### config.mk
export PLATFORM = sky130hd
export DESIGN_NAME = mem_stage_ctrl
export DESIGN_NICKNAME = d
export VERILOG_FILES = /design/src/rtl/mem_pkg.sv /design/src/rtl/mem_timeout_ctr.sv /design/src/rtl/mem_stage_ctrl.sv
export SDC_FILE = /design/constraint.sdc
export NUM_CORES = 1
export LEC_CHECK = 0
export CAP_MARGIN = 10
export CORE_MARGIN = 5
export CORE_UTILIZATION = 36
export CTS_BUF_LIST = sky130_fd_sc_hd__clkbuf_16
export CTS_CLUSTER_DIAMETER = 50
export DETAILED_ROUTE_END_ITERATION = 16
export PLACE_DENSITY = 0.82
export SETUP_SLACK_MARGIN = 0.3
export SLEW_MARGIN = 30
export SYNTH_ARGS = -nofsm -noshare
export SYNTH_HDL_FRONTEND = slang
export SYNTH_SLANG_ARGS = --single-unit
### constraint.sdc
create_clock -name clock -period 1.6 [get_ports clock]
set_input_delay 0.16 -clock clock [delete_from_list [all_inputs] [get_ports clock]]
set_output_delay 0.16 -clock clock [all_outputs]
set_load 0.01 [all_outputs]
### src/rtl/mem_pkg.sv
// Shared definitions for the memory stage: op encodings, state enum, width default.
package mem_pkg;

    localparam int unsigned DATA_W_DEF = 16;

    typedef enum logic [1:0] {
        OP_ALU = 2'b00,
        OP_LW  = 2'b01,
        OP_SW  = 2'b10,
        OP_LC  = 2'b11
    } mem_op_e;

    typedef enum logic [1:0] {
        IDLE,
        ACCESS,
        DONE
    } mem_state_e;

    // True for ops that need a data-memory transaction.
    function automatic logic is_mem_op(input logic [1:0] op);
        return (op == OP_LW) || (op == OP_SW);
    endfunction

endpackage

### src/rtl/mem_timeout_ctr.sv
// Access-timeout counter: clear, increment, saturate at TIMEOUT, terminal-count flag.
module mem_timeout_ctr #(
    parameter int unsigned TIMEOUT = 15
) (
    input  logic clock,
    input  logic reset,
    input  logic clear_i,
    input  logic inc_i,
    output logic tc_o
);

    localparam int unsigned CW = (TIMEOUT < 1) ? 1 : $clog2(TIMEOUT + 1);

    logic [CW-1:0] cnt_q, cnt_d;

    assign tc_o = (cnt_q == CW'(TIMEOUT));

    // Next count: clear wins, otherwise count up and hold at TIMEOUT.
    always_comb begin
        cnt_d = cnt_q;
        if (clear_i) begin
            cnt_d = '0;
        end else if (inc_i && !tc_o) begin
            cnt_d = cnt_q + 1'b1;
        end
    end

    // Count register.
    always_ff @(posedge clock) begin
        if (reset) begin
            cnt_q <= '0;
        end else begin
            cnt_q <= cnt_d;
        end
    end

endmodule

### src/rtl/mem_stage_ctrl.sv
// Memory-stage controller: data-memory request/ack sequencing, write-back
// bundle, upstream stall and sticky timeout error.
module mem_stage_ctrl
    import mem_pkg::*;
#(
    parameter int unsigned DATA_W  = DATA_W_DEF,
    parameter int unsigned TIMEOUT = 15
) (
    input  logic              clock,
    input  logic              reset,
    input  logic [1:0]        mem_op,
    input  logic [DATA_W-1:0] mem_alu_out,
    input  logic [DATA_W-1:0] mem_reg2_val,
    input  logic [2:0]        mem_fwd_reg,
    input  logic [DATA_W-1:0] mem_lb_const,
    output logic              dm_req,
    output logic              dm_we,
    output logic [DATA_W-1:0] dm_addr,
    output logic [DATA_W-1:0] dm_wdata,
    input  logic [DATA_W-1:0] dm_rdata,
    input  logic              dm_ack,
    output logic              stall,
    output logic              wb_valid,
    output logic [2:0]        wb_reg,
    output logic [DATA_W-1:0] wb_data,
    output logic              mem_err
);

    mem_state_e        state_q, state_d;
    logic              req_q, req_d;
    logic              we_q, we_d;
    logic [DATA_W-1:0] addr_q, addr_d;
    logic [DATA_W-1:0] wdata_q, wdata_d;
    logic [2:0]        dst_q, dst_d;
    logic              wbv_q, wbv_d;
    logic [2:0]        wbreg_q, wbreg_d;
    logic [DATA_W-1:0] wbdata_q, wbdata_d;
    logic              err_q, err_d;
    logic              ctr_clear, ctr_inc, ctr_tc;

    assign ctr_clear = (state_q == IDLE) && is_mem_op(mem_op);
    assign ctr_inc   = (state_q == ACCESS) && !dm_ack;

    mem_timeout_ctr #(
        .TIMEOUT(TIMEOUT)
    ) u_timeout_ctr (
        .clock  (clock),
        .reset  (reset),
        .clear_i(ctr_clear),
        .inc_i  (ctr_inc),
        .tc_o   (ctr_tc)
    );

    // Stall covers the issuing IDLE cycle and every ACCESS cycle; never during reset.
    always_comb begin
        stall = 1'b0;
        if (!reset) begin
            stall = ((state_q == IDLE) && is_mem_op(mem_op)) || (state_q == ACCESS);
        end
    end

    // Next-state and registered-output logic; write-back strobe defaults low.
    always_comb begin
        state_d  = state_q;
        req_d    = req_q;
        we_d     = we_q;
        addr_d   = addr_q;
        wdata_d  = wdata_q;
        dst_d    = dst_q;
        wbv_d    = 1'b0;
        wbreg_d  = wbreg_q;
        wbdata_d = wbdata_q;
        err_d    = err_q;
        unique case (state_q)
            IDLE: begin
                unique case (mem_op_e'(mem_op))
                    OP_ALU: begin
                        wbv_d    = 1'b1;
                        wbdata_d = mem_alu_out;
                        wbreg_d  = mem_fwd_reg;
                    end
                    OP_LC: begin
                        wbv_d    = 1'b1;
                        wbdata_d = mem_lb_const;
                        wbreg_d  = mem_fwd_reg;
                    end
                    OP_LW, OP_SW: begin
                        addr_d  = mem_alu_out;
                        wdata_d = mem_reg2_val;
                        we_d    = (mem_op == OP_SW);
                        dst_d   = mem_fwd_reg;
                        req_d   = 1'b1;
                        state_d = ACCESS;
                    end
                endcase
            end
            ACCESS: begin
                // An ack on the same edge as the timeout takes priority.
                if (dm_ack) begin
                    req_d   = 1'b0;
                    state_d = DONE;
                    if (!we_q) begin
                        wbv_d    = 1'b1;
                        wbdata_d = dm_rdata;
                        wbreg_d  = dst_q;
                    end
                end else if (ctr_tc) begin
                    req_d   = 1'b0;
                    err_d   = 1'b1;
                    state_d = DONE;
                end
            end
            DONE: begin
                state_d = IDLE;
            end
            default: begin
                state_d = IDLE;
                req_d   = 1'b0;
            end
        endcase
    end

    // State and output registers.
    always_ff @(posedge clock) begin
        if (reset) begin
            state_q  <= IDLE;
            req_q    <= 1'b0;
            we_q     <= 1'b0;
            addr_q   <= '0;
            wdata_q  <= '0;
            dst_q    <= '0;
            wbv_q    <= 1'b0;
            wbreg_q  <= '0;
            wbdata_q <= '0;
            err_q    <= 1'b0;
        end else begin
            state_q  <= state_d;
            req_q    <= req_d;
            we_q     <= we_d;
            addr_q   <= addr_d;
            wdata_q  <= wdata_d;
            dst_q    <= dst_d;
            wbv_q    <= wbv_d;
            wbreg_q  <= wbreg_d;
            wbdata_q <= wbdata_d;
            err_q    <= err_d;
        end
    end

    assign dm_req   = req_q;
    assign dm_we    = we_q;
    assign dm_addr  = addr_q;
    assign dm_wdata = wdata_q;
    assign wb_valid = wbv_q;
    assign wb_reg   = wbreg_q;
    assign wb_data  = wbdata_q;
    assign mem_err  = err_q;

endmodule

==> results of run 1 <==
-- through the flow --
| step | power (mW) | instances | hold slack, ps | TNS, ps | utilization (%) |
|---|---|---|---|---|---|
| final | 5.11 | 505 | 395 | 0 | 67.5 |
| after global routing | 5.31 | 505 | 401 | 0 | 67.5 |
| after CTS | 4.94 | 495 | 392 | 0 | 63.5 |
| after detailed placement | 3.04 | 468 | 453 | -32620 | 57.5 |
| after global placement | 3.02 | 468 | 452 | -31360 | 57.5 |
| after floorplan | 2.41 | 238 | 293 | -7.15 | - |
-- cells in the mapped netlist, types with 2 or more instances --
master and number:
a22o_1 36, nand3_1 6, nor3_1 5, inv_1 3, buf_6 5, o31ai_1 3
o22ai_1 16, mux2i_1 21, clkbuf_1 5, dfxtp_1 64, nand2_1 18, ha_1 4
a211oi_1 4, buf_2 7, nand3b_1 3, mux2_2 16, a21oi_1 5, nand2b_1 2
-- where the power goes --
| part | switching, mW | internal, mW |
|---|---|---|
| logic | 0.598 | 0.802 |
| clock network | 0.683 | 1.18 |
| registers | 0.0877 | 1.76 |
-- routing by layer --
layer  part of all wire (%)  vias to the layer above  wire length [um]
li1                       -                     1236                 -
met1                     41                     1252              4030
met2                     49                      114              4750
met3                    8.9                       14               872
met4                    1.3                        0               131
met5                      0                        -                 0
-- cell type report --
type / count / area [um^2] / share of cell area, %
clock inverter: 7 / 55.1 / 1.14
tap: 99 / 124 / 2.56
sequential: 64 / 1290 / 26.5
timing repair buffer: 165 / 1680 / 34.7
clock buffer: 9 / 225 / 4.65
multi-input combinational: 158 / 1440 / 29.8
inverter: 3 / 30.0 / 0.620
-- final timing paths --
kind                            start                       end  cells past startpoint  slack [ps]
max           state_q[1]$_SDFFE_PP0P_                     stall                      3          80
min                         mem_op[0]        dm_we$_SDFFE_PP0P_                      5         390
max reg2reg   state_q[1]$_SDFFE_PP0P_   dm_addr[5]$_SDFFE_PP0P_                      5         100
min reg2reg  dm_addr[12]$_SDFFE_PP0P_  dm_addr[12]$_SDFFE_PP0P_                      1         470
-- cells by family (layout without fill, tap and decap cells) --
kind of cell | Yosys count | in the layout | share of synthesized area, %
adders and majority gates | 4 | 4 | 1.92
muxes | 37 | 37 | 14.9
buffers and inverters | 22 | 184 | 5.08
and+or+nand+nor | 44 | 50 | 8.91
AOI/OAI and AO/OA | 67 | 67 | 20.1
DFF | 64 | 64 | 49.0
-- what timing repair did --
item | in CTS | in global routing
setup endpoints to repair | 118 | 62
gates cloned | 8 | 4
resized for setup | 93 | 35
pin swaps | 7 | 28
setup buffers | 3 | 6
hold buffers | 0 | 0
-- worst register-to-register path, cell delays in order (launching register included) --
cell and delay (ps):
dfxtp_2 320, or3b_4 420, buf_12 150, buf_6 110, and2_4 160, a22o_1 220
==> results_dict.tcl, run 1 <==
set metrics [dict create \
    critical-path-top-delay-family "simple AND/OR/NAND/NOR gates" \
    grt_pass1_wl_um 13700 \
    synth_edf_count 0 \
    arrival_ps 1360 \
    cts_inserted_buffers 9 \
    critPathLaunchType "flop" \
    fin_worst_skew_ps 6.01 \
    drt_iter0_markers 73 \
    area_delta_synth_final_pct 85.4 \
    setup-violations-final 0 \
    fillCellCount 559 \
    grt_util_met1_pct 23.9 \
    antenna_cells 0 \
    die_w_um 95.2 \
    slew_headroom_pct 75.9 \
    wl_per_cell_um 19.4 \
    synth.ff_latch_count 64 \
    worst-path-max-fanout 2 \
    min_path_type "in2reg" \
    cp-end-kind "output pin" \
    crit_slowest_cell "or3b_4" \
    rsz0062_at_grt "true" \
    tightestPinTransition_ps 361 \
    ys_seq_area_share_pct 49.0 \
    layout_common_cells "69 x clkdlybuf4s50_1, 60 x dfxtp_1, 55 x dlygate4sd2_1" \
    core-area_um2 7180 \
    syn_area_um2 2610 \
    cts_buffer_depth 2 \
    io_buffers 127 \
    ir_drop_mv 0.581 \
    crit_required_ps 1440 \
    place_congestion 0.729 \
    clock_sinks 64 \
    drive_gt1_share_pct 27.3 \
    drc 0 \
    fmax_mhz 656 \
    async_flop_share_pct 0 \
    path_cells "or3b_4, a21oi_2, buf_2" \
    slowest_delay_ps 420 \
    synth_warnings 0 \
    synth_top_area_share_pct 49.0 \
    busiest_layer "met2" \
    detailedPlace.worstSlack_ps -732 \
    p_leak_nw 2.17 \
    final_net_count 477 \
    criticalPathCategory "reg2out" \
    start_util_pct 36.4 \
    setup_slack_ps 76.5 \
    grt_antenna_before_repair 0 \
    synth.avg_cell_area_um2 11.0 \
    syn_nets 314 \
    maxCapViolCount 0 \
    cts_tree "done" \
    grt_max_degree 31 \
    synth_area_leaders "dfxtp_1 49%, a22o_1 12%, mux2i_1 8.0%" \
    status "complete, no violations" \
    layout_commonest_cell "clkdlybuf4s50_1" \
    dpl_cell_area_um2 4130 \
    clkTransAtPathRegs_ps 50 \
    fin_crit_sh_pct 95.2 \
    final_max_slew_viol_count 0 \
    powerDensity_nw_per_um2 1050 \
    ys_types 33 \
    fin_area_um2 4840 \
    synthFlopType "dfxtp_1" \
    grtUsageMet3_pct 6.63 \
    synth_top_cell_by_area "dfxtp_1" \
    worst-path-buf-inv 1 \
    wl_um 9790 \
    floorplan.die_area_um2 9060 \
    h-tree-depth 3 \
    period_minus_slack_ps 1520 \
    via_per_inst 5.18 \
    dr_total_vias 2616 \
    cts_root_buf "clkbuf_16" \
    die_h_um 95.2 \
    hold_viol 0 \
    rows 31 \
    use_met2_pct 33.5 \
    io_pins 128 \
    first_pass_iters 6 \
    grt-ovfl-total 0 \
    netlist_instances 238 \
    track_usage_pct 20.1 \
    clk-insertion-delay-late_ps 320 \
    ant_nets 0 \
    dp_hpwl_um 6020 \
    grt_pass1_vias 2686 \
]
Power figures use the tool's default switching activity.
==> run 2: changes to the inputs <==
Settings changed: PLACE_DENSITY 0.82 to 0.79, SETUP_SLACK_MARGIN 0.3 to default.
==> run 2 against run 1 <==
Setup slack worse by 1.5 ps. Critical endpoint is now dm_wdata[13]$_SDFFE_PP0P_. Combinational power is 6% lower. Register-to-register slack worse by 30 ps. Largest cell class unchanged. Via count is 3.0% lower. Largest power group is now sequential cells.
==> results_dict.tcl, run 2 (synthesis gave the netlist of run 1 again) <==
set metrics [dict create \
    hold_viol 0 \
    area_delta_synth_final_pct 77.3 \
    clk-insertion-delay-late_ps 320 \
    setup-violations-final 0 \
    period_minus_slack_ps 1530 \
    maxCapViolCount 0 \
    grt_util_met1_pct 22.7 \
    fin_worst_skew_ps 4.48 \
    cts_tree "done" \
    die_h_um 95.2 \
    via_per_inst 5.10 \
    clkTransAtPathRegs_ps 50 \
    timing.hold.ws_ps 426 \
    p_leak_nw 1.89 \
    grt_antenna_before_repair 0 \
    core-area_um2 7180 \
    fmax_mhz 656 \
    worst-path-max-fanout 8 \
    drc 0 \
    arrival_ps 1790 \
    die_w_um 95.2 \
    powerDensity_nw_per_um2 1070 \
    start_util_pct 36.4 \
    criticalPathCategory "in2reg" \
    h-tree-depth 3 \
    grt_max_degree 20 \
    grt_pass1_vias 2592 \
    track_usage_pct 19.5 \
    critPathLaunchType "primary input" \
    dp_hpwl_um 5980 \
    tightestPinTransition_ps 327 \
    busiest_layer "met2" \
    ir_drop_mv 0.634 \
    grt-ovfl-total 0 \
    antenna_cells 0 \
    rows 31 \
    wl_um 9350 \
    dr_total_vias 2538 \
    io_pins 128 \
    drive_gt1_share_pct 20.3 \
    fin_crit_sh_pct 95.3 \
    placedCellCount 468 \
    cts_inserted_buffers 9 \
    grtUsageMet3_pct 8.52 \
    place_congestion 0.765 \
    final_net_count 470 \
    slew_headroom_pct 78.1 \
    layout_commonest_cell "clkdlybuf4s50_1" \
    cts_buffer_depth 2 \
    use_met2_pct 32.6 \
    wl_per_cell_um 18.8 \
    status "complete, no violations" \
    clock_sinks 64 \
    min_path_type "in2reg" \
    fin_cells 498 \
    fillCellCount 583 \
    final_max_slew_viol_count 0 \
    io_buffers 127 \
    cts_root_buf "clkbuf_16" \
    floorplan.die_area_um2 9060 \
    grt_pass1_wl_um 13500 \
    first_pass_iters 4 \
    ant_nets 0 \
    crit_required_ps 1870 \
    cp-end-kind "flop" \
    layout_common_cells "124 x clkdlybuf4s50_1, 64 x dfxtp_1, 36 x a22o_1" \
    drt_iter0_markers 55 \
]
## run 2: cell count changes in the layout (fill, tap and decap cells not counted), sizes merged
cell,previous run,this run
buf,37,30
clkdlybuf4s50,69,124
and2,8,5
dlygate4sd2,55,0
clkbuf,11,15
bufbuf,1,0
bufinv,1,0
clkinvlp,1,2
## run 2: per-stage QoR
step	util [%]	instance area (um^2)	setup TNS [ps]	power (mW)	worst slack [ps]
4_1_cts	62.1	4460	0	4.89	22.6
2_1_floorplan	-	2640	-1.98	2.39	-1.98
3_3_place_gp	57.8	4150	-30330	3.04	-664
3_5_place_dp	57.8	4150	-31960	3.07	-681
5_1_grt	64.6	4630	-6.35	5.17	-6.35
6_report	64.6	4630	0	4.95	75.0
## run 2: power breakdown
part	total, mW	internal [mW]	switching [mW]
clock	1.78	1.05	0.733
combinational	1.32	0.793	0.532
sequential	1.85	1.76	0.0895
## run 2: cell type report
class                           count  area [um^2]  area share [%]
Timing Repair Buffer              161         1680            36.2
Inverter                            3         26.3           0.567
Clock inverter                      7         47.5            1.03
Sequential cell                    64         1280            27.7
Multi-Input combinational cell    155         1250            27.0
Tap cell                           99          124            2.67
Clock buffer                        9          225            4.86
## run 2: repair_timing
| action | CTS | global route |
|---|---|---|
| gates cloned | 3 | 6 |
| setup endpoints to repair | 48 | 38 |
| pin swaps | 0 | 1 |
| hold buffers | 0 | 0 |
| resized for setup | 12 | 6 |
| setup buffers | 1 | 4 |
## run 2: path summary, 6_finish.rpt
kind                            startpoint                         to  slack (ps)  depth (start not counted)
hold / removal                   mem_op[0]         dm_we$_SDFFE_PP0P_         430                          5
setup reg to reg   state_q[1]$_SDFFE_PP0P_  dm_wdata[13]$_SDFFE_PP0P_          70                          6
hold reg to reg   wb_data[15]$_SDFFE_PP0P_   wb_data[15]$_SDFFE_PP0P_         470                          2
setup / recovery                 mem_op[1]  dm_wdata[13]$_SDFFE_PP0P_          70                          9
## run 2: critical path, cell delays in order
cell	delay (ps)
clkdlybuf4s15_1	230
inv_4	40
ha_4	250
or3b_4	390
buf_8	150
nor2_4	120
buf_12	160
clkbuf_16	150
a22o_1	140
## run 2: layer usage
metal | up-vias | wire length, um
met5 | - | 0
met4 | 0 | 108
met3 | 12 | 958
met2 | 107 | 4490
met1 | 1207 | 3790
li1 | 1212 | -
==> variant 1: new RTL, settings of run 2 <==
Encoding of `mem_state_e`: now one-hot (3 bits for 3 states).
--- a/src/rtl/mem_pkg.sv
+++ b/src/rtl/mem_pkg.sv
@@ -10,10 +10,10 @@
         OP_LC  = 2'b11
     } mem_op_e;
 
-    typedef enum logic [1:0] {
-        IDLE,
-        ACCESS,
-        DONE
+    typedef enum logic [2:0] {
+        IDLE   = 3'b001,
+        ACCESS = 3'b010,
+        DONE   = 3'b100
     } mem_state_e;
 
     // True for ops that need a data-memory transaction.
Check against the original RTL: no difference found for any inputs over 10 cycles, from zero or initial values and one cycle with reset high; not proved beyond that.
==> variant 1 against run 2 <==
  * The run now ends with setup timing left
  * Critical path type is now register to register
  * Routed wire length is 0.58% higher
  * Power increased by 4.6%
  * Cell area increased by 2.0%
  * Synthesized cell count grew 40%
  * Sequential cell count is 1 higher
  * Area after synthesis rose by 4.7%
  * Largest cell class unchanged
  * Setup slack worse by 210 ps
  * Global-route usage up 0.099 points
  * Fmax shrank 12%
  * Clock skew shrank 1.1 ps
==> variant 1: results (changes against run 2) <==
stage;metric;value;unit;change
run_status;status;finished, violations left;;
run_status;violations;setup timing;;
hold_path;min-delay-start;reset;;
global_route;gr-usage-met2;0.349;;+0.0233
global_route;use_met1;0.220;;-0.00723
placed_design;pre_cts_slack;-609;ps;+72.4 ps
synthesis;synthTopCellsByArea;dfxtp_1, nand2_1, a21oi_1;;
final_layout;layout.nets;551;;+17%
detailed_routing;wirelength;9410;um;+0.58%
detailed_routing;wl_met2;4960;um;+10%
sta;tightest_slew;685;ps;+358 ps
detailed_routing;wl_met1;3680;um;-3.0%
placed_design;placed_cell_area;4220;um^2;+1.8%
worst_setup_path;r2r-start;state_q[2]$_SDFFE_PP0P_;;
final_layout;nFillCells;599;;+2.7%
synthesis;netlist_instances;334;;+40%
final_layout;drive_above_1_share;0.142;;-0.0613
synthesis;ys_seq_area_frac;0.476;;-0.0147
synthesis;syn_nets;410;;+31%
detailed_routing;dr.max_layer_used;met4;;
clock_network;path_clk_slew;50;ps;about the same
sta;finalWorstSetupSlack;-131;ps;-206 ps
sta;final.setup.tns;-363;ps;-363 ps
power_and_ir_drop;swShare;0.247;;-0.0266
placed_design;dp_hpwl;6490;um;+8.5%
clock_network;cts_made_buffers;9;;unchanged
detailed_routing;routed-wl-met3;545;um;-43%
clock_network;clockBufferDepth;2;;unchanged
detailed_routing;first_pass_iters;5;;+1
global_route;grtUsageMet3;0.0560;;-0.0292
sta;final.setup_skew;3.43;ps;-1.05 ps
worst_setup_path;arrival;1980;ps;+190 ps
global_route;grt_max_degree;65;;+230%
worst_setup_path;worst_setup_path_start_kind;register;;
clock_network;postCtsSetupBuffers;3;;+2
detailed_routing;wl_per_cell;16.2;um;-13%
global_route;grt_pass1_vias;3035;;+17%
detailed_routing;antenna_left;0;;unchanged
placed_design;place_congestion;0.880;;+15%
clock_network;ctsResizeCount;16;;+4
detailed_routing;vias;2924;;+15%
placed_design;place_inst;555;;+19%
worst_setup_path;cp_slowest_stage_delay;410;ps;+20 ps
global_route;track_usage;0.196;;+0.000994
worst_setup_path;cp_top_family;simple AND/OR/NAND/NOR gates;;
power_and_ir_drop;ir_drop;0.000612;V;-3.5%
global_route;grt_pass1_wl;15200;um;+13%
worst_setup_path;crit_fanout;3;;-5
synthesis;async_flop_share;0;;unchanged
final_layout;fin_area;4730;um^2;+2.0%
worst_setup_path;crit_path_top_delay_cell;or3b_4;;
synthesis;yosys-top-cells-count;nand2_1, dfxtp_1, a21oi_1;;
power_and_ir_drop;comb_power_share;0.222;;-0.045
detailed_routing;drt_iter0_markers;83;;+51%
power_and_ir_drop;power;5.18;mW;+4.6%
clock_network;htreeDepth;3;;unchanged
power_and_ir_drop;leakagePower;1.81;nW;-4.5%
sta;setup_viol;7;;+7
## variant 1: path summary, 6_finish.rpt
| kind | end | slack, ps | cells after the start |
|---|---|---|---|
| max | u_timeout_ctr.cnt_q[3]$_SDFFE_PP0P_ | -130 | 4 |
| min | state_q[0]$_SDFFE_PP1P_ | 80 | 2 |
| max reg2reg | u_timeout_ctr.cnt_q[3]$_SDFFE_PP0P_ | -130 | 4 |
| min reg2reg | dm_addr[15]$_SDFFE_PP0P_ | 450 | 2 |
## variant 1: cell type report
cell class	count	area share
Timing Repair Buffer	158	0.330
Tap cell	99	0.0262
Sequential cell	65	0.277
Inverter	4	0.00318
Clock inverter	7	0.0233
Multi-Input combinational cell	237	0.293
Clock buffer	9	0.0477
## variant 1: cell families after synthesis
kind of cell	after synthesis	synth area share
xor gates and xnor gates	2	0.00641
AOI/OAI and AO/OA	97	0.208
and+or+nand+nor	114	0.174
muxes	20	0.0732
buffers and inverters	32	0.0444
DFF	65	0.476
adders and majority gates	4	0.0183
==> variant 2: new RTL, config.mk and constraints of run 2 <==
Without the edit above. `TIMEOUT` is set to 15 in 2 places; all go to 17.
--- a/src/rtl/mem_timeout_ctr.sv
+++ b/src/rtl/mem_timeout_ctr.sv
@@ -1,6 +1,6 @@
 // Access-timeout counter: clear, increment, saturate at TIMEOUT, terminal-count flag.
 module mem_timeout_ctr #(
-    parameter int unsigned TIMEOUT = 15
+    parameter int unsigned TIMEOUT = 17
 ) (
     input  logic clock,
     input  logic reset,
--- a/src/rtl/mem_stage_ctrl.sv
+++ b/src/rtl/mem_stage_ctrl.sv
@@ -4,7 +4,7 @@
     import mem_pkg::*;
 #(
     parameter int unsigned DATA_W  = DATA_W_DEF,
-    parameter int unsigned TIMEOUT = 15
+    parameter int unsigned TIMEOUT = 17
 ) (
     input  logic              clock,
     input  logic              reset,
Formal check against the unedited RTL: no difference found for any inputs over 10 cycles, from zero or initial values and one cycle with reset high; that may be too few to reach the edited logic, so the function may still have changed.
==> variant 2 against run 2 <==
  * Combinational power fell by 12%
  * Sequential share of layout area grew 0.54 points
  * Sequential cell count increased by 1
  * Die area rose by 5.9%
  * Cell area is 0.30% lower
  * Routed wire length is 10% lower
  * Clock skew hardly changed
  * Area after synthesis rose by 6.6%
  * Power grew 1.8%
  * Setup slack got worse by 26 ps
  * Largest power group is now the clock network
==> variant 2: results (changes against run 2) <==
stage;metric;value;unit;change
synthesis;syn_area_per_cell;8.78;um^2;-20%
clock_network;cts_made_buffers;9;;unchanged
global_route;grt_pass1_vias;2871;;+11%
clock_network;path_clk_slew;60;ps;
clock_network;clk_latency;320;ps;about the same
placed_design;place_inst;547;;+17%
worst_setup_path;crit_path_top_delay_cell;or3b_4;;
global_route;track_usage;0.174;;-0.0215
power_and_ir_drop;ir_drop;0.000793;V;+25%
run_status;status;complete, no violations;;
clock_network;cts-root-buf;clkbuf_16;;
placed_design;place_congestion;0.833;;+8.9%
synthesis;synth_seq_cells;65;;+1.6%
clock_network;htreeDepth;3;;unchanged
synthesis;syn_nets;394;;+25%
global_route;antenna_found_initial;0;;unchanged
sta;final.setup_skew;4.78;ps;+0.300 ps
final_layout;layout.nets;534;;+14%
detailed_routing;drt_iter0_markers;59;;+7.3%
power_and_ir_drop;leakagePower;1.87;nW;-1.2%
placed_design;placed_cell_area;4280;um^2;+3.1%
global_route;grt_pass1_wl;13700;um;+1.5%
detailed_routing;first_pass_iters;4;;unchanged
synthesis;synthTopCellsByArea;dfxtp_1, nand2_1, mux2i_1;;
final_layout;num_antenna_cells;0;;unchanged
placed_design;io_buffers;127;;unchanged
detailed_routing;wl_per_cell;14.9;um;-21%
sta;finalHoldViolCount;0;;unchanged
synthesis;async_flop_share;0;;unchanged
global_route;grt_max_degree;41;;+110%
synthesis;synthFlopType;dfxtp_1;;
placed_design;pre_cts_slack;-704;ps;-23.3 ps
final_layout;drive_above_1_share;0.149;;-0.0537
sta;relSlewSlack;0.519;;-0.263
clock_network;clockBufferDepth;2;;unchanged
worst_setup_path;crit_fanout;2;;-6
synthesis;yosys-top-cells-count;nand2_1, dfxtp_1, a21oi_1;;
detailed_routing;via_per_inst;4.84;;-5.0%
detailed_routing;vias;2731;;+7.6%
synthesis;ys_seq_area_frac;0.467;;-0.0230
worst_setup_path;cp_slowest_stage_delay;380;ps;
synthesis;ys_warn_count;0;;unchanged
synthesis;ys_types;34;;+3.0%
placed_design;dp_hpwl;6270;um;+4.9%
## variant 2: changes by cell type in the layout (fill, tap and decap cells not counted), sizes merged, moves of 2 or more
cell / change
nand4: +2
nand2: +70
buf: -2
or3: +2
a21oi: +35
nand3: -4
o31ai: -2
and2: -4
nand3b: -3
a22o: -36
clkinvlp: -2
clkbuf: -6
bufinv: +2
## variant 2: path summary, 6_finish.rpt
| path | cells after the start | slack, ps | end | start |
|---|---|---|---|---|
| worst min register to register | 2 | 450 | dst_q[2]$_SDFFE_PP0P_ | dst_q[2]$_SDFFE_PP0P_ |
| worst min-delay path | 3 | 280 | dm_addr[4]$_SDFFE_PP0P_ | reset |
| worst max register to register | 5 | 70 | u_timeout_ctr.cnt_q[0]$_SDFFE_PP0P_ | u_timeout_ctr.cnt_q[1]$_SDFFE_PP0P_ |
| worst max-delay path | 6 | 50 | stall | mem_op[0] |
## variant 2: layer usage
metal / part of all wire / up-vias / GRT usage
met2: 0.50 / 79 / 0.301
met4: 0.014 / 0 / 0.0671
met3: 0.067 / 10 / 0.0600
met1: 0.42 / 1266 / 0.197
met5: 0 / - / 0
li1: - / 1376 / -
## variant 2: metrics by stage
step	power, mW	setup TNS (ps)	utilization
4_1_cts	5.09	0	0.602
3_3_place_gp	3.01	-21080	0.560
3_5_place_dp	3.04	-23240	0.560
5_1_grt	5.29	0	0.604
6_report	5.04	0	0.604
2_1_floorplan	2.39	0	-
## variant 2: area by class of cell
class                      count  area (um^2)
sequential                    65         1300
timing repair buffer         153         1470
clock buffer                   9          225
clock inverter                 7         86.3
fill                         683         3030
multi-input combinational    224         1390
tap                          102          128
inverter                       4         15.0
## variant 2: cells by family after synthesis
group                    count (synthesis)  share of synthesized area
AND/OR/NAND/NOR                        115                      0.186
AO/OA/AOI/OAI                           67                      0.141
flip-flops                              65                      0.467
multiplexers                            37                      0.140
buffers and inverters                   28                     0.0431
adder cells (fa/ha/maj)                  5                     0.0225
## variant 2: timing repair
item / 4_1_cts / 5_1_grt
buffers inserted: 0 / 1
pin swaps: 1 / 1
setup endpoints to repair: 43 / 3
hold buffers: 0 / 0
gates resized for setup: 11 / 5
hold endpoints to repair: 0 / 0
## variant 2: power breakdown
part           leakage (nW)  switching [mW]  total [mW]  internal (mW)
registers             0.534          0.0749        1.85           1.77
logic                  1.18           0.515        1.16          0.642
clock network         0.158           0.688        2.04           1.35
## variant 2: worst min-delay path: stages
cell     delay (ps)
buf_2           160
buf_4           180
a21oi_1          50
